===== config.mk =====
export PLATFORM = sky130hd
export DESIGN_NAME = seq_multiplier
export DESIGN_NICKNAME = d
export VERILOG_FILES = /design/src/rtl/seq_multiplier.sv
export SDC_FILE = /design/constraint.sdc
export NUM_CORES = 1
export LEC_CHECK = 0
export BUFFER_PORTS_ARGS = -buffer_cell sky130_fd_sc_hd__buf_4
export CAP_MARGIN = 0
export CORE_MARGIN = 2
export CORE_UTILIZATION = 30
export CTS_CLUSTER_DIAMETER = 40
export DETAILED_ROUTE_END_ITERATION = 6
export SLEW_MARGIN = 20
export SYNTH_ARGS = -nofsm -noshare
export SYNTH_HDL_FRONTEND = slang
export SYNTH_SLANG_ARGS = --single-unit

===== constraint.sdc =====
create_clock -name clk -period 1.8 [get_ports clk]
set_input_delay 0.36 -clock clk [delete_from_list [all_inputs] [get_ports clk]]
set_output_delay 0.36 -clock clk [all_outputs]
set_load 0.02 [all_outputs]

===== src/rtl/seq_multiplier.sv =====
// Sequential shift-add multiplier, WIDTH x WIDTH -> 2*WIDTH, with optional
// two's-complement operands handled by sign-magnitude conversion.
module seq_multiplier #(
    parameter int WIDTH = 8,
    parameter int CNT_W = $clog2(WIDTH + 1)
) (
    input  logic                 clk,
    input  logic                 reset,
    input  logic                 start,
    input  logic                 sign_mode,
    input  logic [WIDTH-1:0]     multiplicand,
    input  logic [WIDTH-1:0]     multiplier,
    output logic [2*WIDTH-1:0]   product,
    output logic                 ready,
    output logic                 busy,
    output logic                 done,
    output logic                 load_regs,
    output logic                 add_regs
);

    localparam logic [1:0] S_IDLE  = 2'd0;
    localparam logic [1:0] S_ADD   = 2'd1;
    localparam logic [1:0] S_SHIFT = 2'd2;
    localparam logic [1:0] S_DONE  = 2'd3;

    localparam logic [WIDTH-1:0]   ONE_W  = 1;
    localparam logic [2*WIDTH-1:0] ONE_2W = 1;
    localparam logic [CNT_W-1:0]   ONE_P  = 1;
    localparam logic [CNT_W-1:0]   P_INIT = CNT_W'(WIDTH);

    logic [1:0]         state_q, state_d;
    logic [WIDTH-1:0]   a_q, a_d;
    logic [WIDTH-1:0]   q_q, q_d;
    logic [WIDTH-1:0]   b_q, b_d;
    logic               c_q, c_d;
    logic [CNT_W-1:0]   p_q, p_d;
    logic               neg_q, neg_d;
    logic [2*WIDTH-1:0] prod_q, prod_d;

    logic [WIDTH-1:0]   mag_b, mag_q;
    logic [WIDTH:0]     sum;
    logic [2*WIDTH-1:0] shifted;

    // Most-negative operand negates to itself, which reads as 2^(WIDTH-1) unsigned
    assign mag_b = (sign_mode && multiplicand[WIDTH-1]) ?
                   (~multiplicand + ONE_W) : multiplicand;
    assign mag_q = (sign_mode && multiplier[WIDTH-1]) ?
                   (~multiplier + ONE_W) : multiplier;

    assign sum     = {1'b0, a_q} + {1'b0, b_q};
    assign shifted = {c_q, a_q, q_q[WIDTH-1:1]};

    always_comb begin
        state_d = state_q;
        a_d     = a_q;
        q_d     = q_q;
        b_d     = b_q;
        c_d     = c_q;
        p_d     = p_q;
        neg_d   = neg_q;
        prod_d  = prod_q;
        unique case (state_q)
            S_IDLE: begin
                if (start) begin
                    state_d = S_ADD;
                    a_d     = '0;
                    c_d     = 1'b0;
                    b_d     = mag_b;
                    q_d     = mag_q;
                    p_d     = P_INIT;
                    neg_d   = sign_mode &
                              (multiplicand[WIDTH-1] ^ multiplier[WIDTH-1]);
                end
            end
            S_ADD: begin
                if (q_q[0]) begin
                    {c_d, a_d} = sum;
                end
                p_d     = p_q - ONE_P;
                state_d = S_SHIFT;
            end
            S_SHIFT: begin
                {a_d, q_d} = shifted;
                c_d        = 1'b0;
                if (p_q == '0) begin
                    state_d = S_DONE;
                    prod_d  = neg_q ? (~shifted + ONE_2W) : shifted;
                end else begin
                    state_d = S_ADD;
                end
            end
            S_DONE: begin
                state_d = S_IDLE;
            end
            default: begin
                state_d = S_IDLE;
            end
        endcase
    end

    always_ff @(posedge clk or negedge reset) begin
        if (!reset) begin
            state_q <= S_IDLE;
            a_q     <= '0;
            q_q     <= '0;
            b_q     <= '0;
            c_q     <= 1'b0;
            p_q     <= '0;
            neg_q   <= 1'b0;
            prod_q  <= '0;
        end else begin
            state_q <= state_d;
            a_q     <= a_d;
            q_q     <= q_d;
            b_q     <= b_d;
            c_q     <= c_d;
            p_q     <= p_d;
            neg_q   <= neg_d;
            prod_q  <= prod_d;
        end
    end

    assign product   = prod_q;
    assign ready     = (state_q == S_IDLE);
    assign busy      = (state_q == S_ADD) || (state_q == S_SHIFT);
    assign done      = (state_q == S_DONE);
    assign load_regs = start & ready;
    assign add_regs  = (state_q == S_ADD) & q_q[0];

endmodule


==> metrics.csv <==
metric,value,unit
crit_slowest_cell,dfrtp_1,
ys_seq_area_share,40.8,%
leakagePower,1.73,nW
worst_slack,-57.3,ps
setup_tns,-63.0,ps
drt_iter0_markers,106,
crit_type,reg2reg,
track_usage,13.1,%
drive_gt1_share,28.1,%
clockBufferDepth,2,
internal-power,0.00363,W
outcome,"finished, violations left",
synthFlopType,dfrtp_1,
row_count,36,
ys_warn_count,0,
die_x,103,µm
syn-cell-area,2940,µm²
vias_per_cell,4.80,
ys_top_cells_by_area,"dfrtp_1 (41%), ha_1 (6.8%), o21ai_0 (5.9%)",
fillCellCount,1008,
gp_congestion,0.840,
synth_top_cell_area_share,40.8,%
portBuffers,40,
avgSynthCellArea,8.74,µm²
io_pins,41,
insertion_delay,300,ps
coreArea,9640,µm²
wire_per_inst,12.6,µm
comb_power_share,59.0,%
ant_nets,0,
path_clk_slew,100,ps
power_frac_clock,10.4,%
grt_max_degree,49,
p_total,0.00649,W
finalMaxSlewViolations,0,
p_switching,0.00286,W
drc,0,
cts_sinks,48,
crit_path_end_kind,register,
htreeDepth,2,
netlist_instances,337,
finalWirelength,6800,µm
slowest_delay,390,ps
root_buffer,clkbuf_8,
slew_headroom,57.0,%
cap_violations,0,
arrival,2070,ps
worst_pin_slew,645,ps
setup_violations,3,
crit_cells,8,
fmax,538,MHz
seqPwrFrac,30.6,%
r2r-start,b_q[0],
regToRegSetupSlack,-60,ps
synth_top_area_cell,dfrtp_1,
crit_buf_inv,1,
async_flop_share,100,%
holdCritPathClass,in2async,
antenna_found_initial,0,
finalHoldViolations,0,
grt_pass1_vias,2358,
synth_most_common_cell,dfrtp_1,
first_pass_iters,4,
synth_cell_types,41,
die_h,103,µm
rsz0062_at_grt,yes,
diodes,0,
syn_to_final_growth,31.1,%
crit_start,b_q[0],
cp-endpoint,c_q,
synth_edf_count,0,
cts_buffers,5,
violations,negative setup slack,
initial_core_util,30.5,%
grt_pass1_wl,11100,µm
ir_worst_vdd,895,µV
synth_common_cells,"dfrtp_1 (48), nand2_1 (45), o21ai_0 (35)",
ys_ff_latch,48,
cp_cell_sequence,"ha_2, inv_2, fa_2, nand2b_4, a21oi_2, o21a_1, a311oi_2, o31ai_1",
hpwlAfterDp,5240,µm
nNetsFinal,446,
fin_crit_sh,103,%
die-area,10600,µm²
cp.required,2010,ps
syn_nets,374,
grt_overflow_total,0,
clock-skew-final,10.3,ps
reg2regPathDepth,8,
swShare,44.1,%
crit_path_max_fanout,3,
powerDensity,1680,nW/µm²
fin_crit,1860,ps
critPathLaunchType,register,
r2r_end,c_q,
num_vias,2602,
cp_top_family,compound AO/OA/AOI/OAI gates,
cts_tree,built,
## metal layers
metal  part of all wire (%)  wire length (µm)  vias to the layer above  track usage, %
met5                      0                 0                        -               0
met4                   0.96                65                        0            3.04
met3                    5.7               385                        6            2.58
met2                     44              2960                       65            19.6
met1                     50              3390                     1204            19.6
li1                       -                 -                     1327               -
## layout make-up
| type | instances | area (µm²) | share of cell area, % |
|---|---|---|---|
| tap | 133 | 166 | 4.31 |
| multi-input combinational | 261 | 1750 | 45.3 |
| sequential | 48 | 1200 | 31.2 |
| clock inverter | 1 | 8.76 | 0.227 |
| clock buffer | 6 | 82.6 | 2.14 |
| timing repair buffer | 76 | 586 | 15.2 |
| inverter | 17 | 63.8 | 1.65 |
## registers in the layout (all words and copies together), names as in the netlist
| signal | cells |
|---|---|
| q_q | 8 |
| b_q | 8 |
| neg_q | 1 |
| c_q | 1 |
| p_q | 4 |
| product | 16 |
| state_q | 2 |
| a_q | 8 |
## worst min path at each step
stage,endpoint,slack (ps),depth (start not counted)
after CTS,product[4],80,1
after global routing,product[4],110,1
after detailed placement,product[4],420,1
after floorplan,a_q[0],60,0
after global placement,product[4],410,1
final,product[5],50,1
## cells in the final DEF, fill, tap and decap left out, types with 3 or more instances in the layout
cell type,n
clkbuf_8,6
nor3_1,7
dfrtp_1,45
inv_1,13
or3_1,6
a21oi_1,28
a21oi_2,3
nand2b_1,3
xor2_1,19
xnor2_1,7
mux2i_1,6
nor2_1,27
o21ai_0,33
inv_2,4
buf_4,73
dfrtp_2,3
nor2b_1,6
nand3_1,9
ha_1,11
ha_4,3
nand2_1,45
or3_4,3
o31ai_1,9
## power by group through the flow
stage / clock network, W / logic, W / registers [W]
floorplan: 0 / 0.00217 / 0.00212
global placement: 0 / 0.00353 / 0.00198
detailed placement: 0 / 0.00359 / 0.00199
CTS: 0.000702 / 0.00370 / 0.00197
global route: 0.000735 / 0.00425 / 0.00205
finish: 0.000676 / 0.00383 / 0.00198
## what timing repair did
item | CTS | global route
setup buffers | 4 | 4
resized for setup | 6 | 21
hold buffers | 0 | 0
pin swaps | 6 | 10
endpoints found under the setup margin | 10 | 25
## cells by family (layout without fill, tap and decap cells)
kind of cell             Yosys count  in the layout  synth area share (%)
AO/OA/AOI/OAI                     95             95                  19.1
XOR/XNOR                          26             26                  7.73
adder cells (fa/ha/maj)           17             17                  7.48
buffers and inverters             28            100                  3.57
flip-flops                        48             48                  40.8
multiplexers                       8              8                  2.80
AND/OR/NAND/NOR                  115            115                  18.5
## stage by stage
step | setup WS (ps) | utilization (%) | cell area, µm² | hold WS (ps) | cells
6_report | -57.3 | 40.0 | 3860 | 54.5 | 542
5_1_grt | -133 | 40.0 | 3860 | 108 | 542
3_3_place_gp | -42.2 | 37.5 | 3610 | 411 | 527
4_1_cts | -42.4 | 39.0 | 3760 | 81.2 | 538
3_5_place_dp | -104 | 37.5 | 3610 | 419 | 527
2_1_floorplan | 3.72 | - | 2980 | 64.4 | 337
Power figures use the tool's default switching activity.
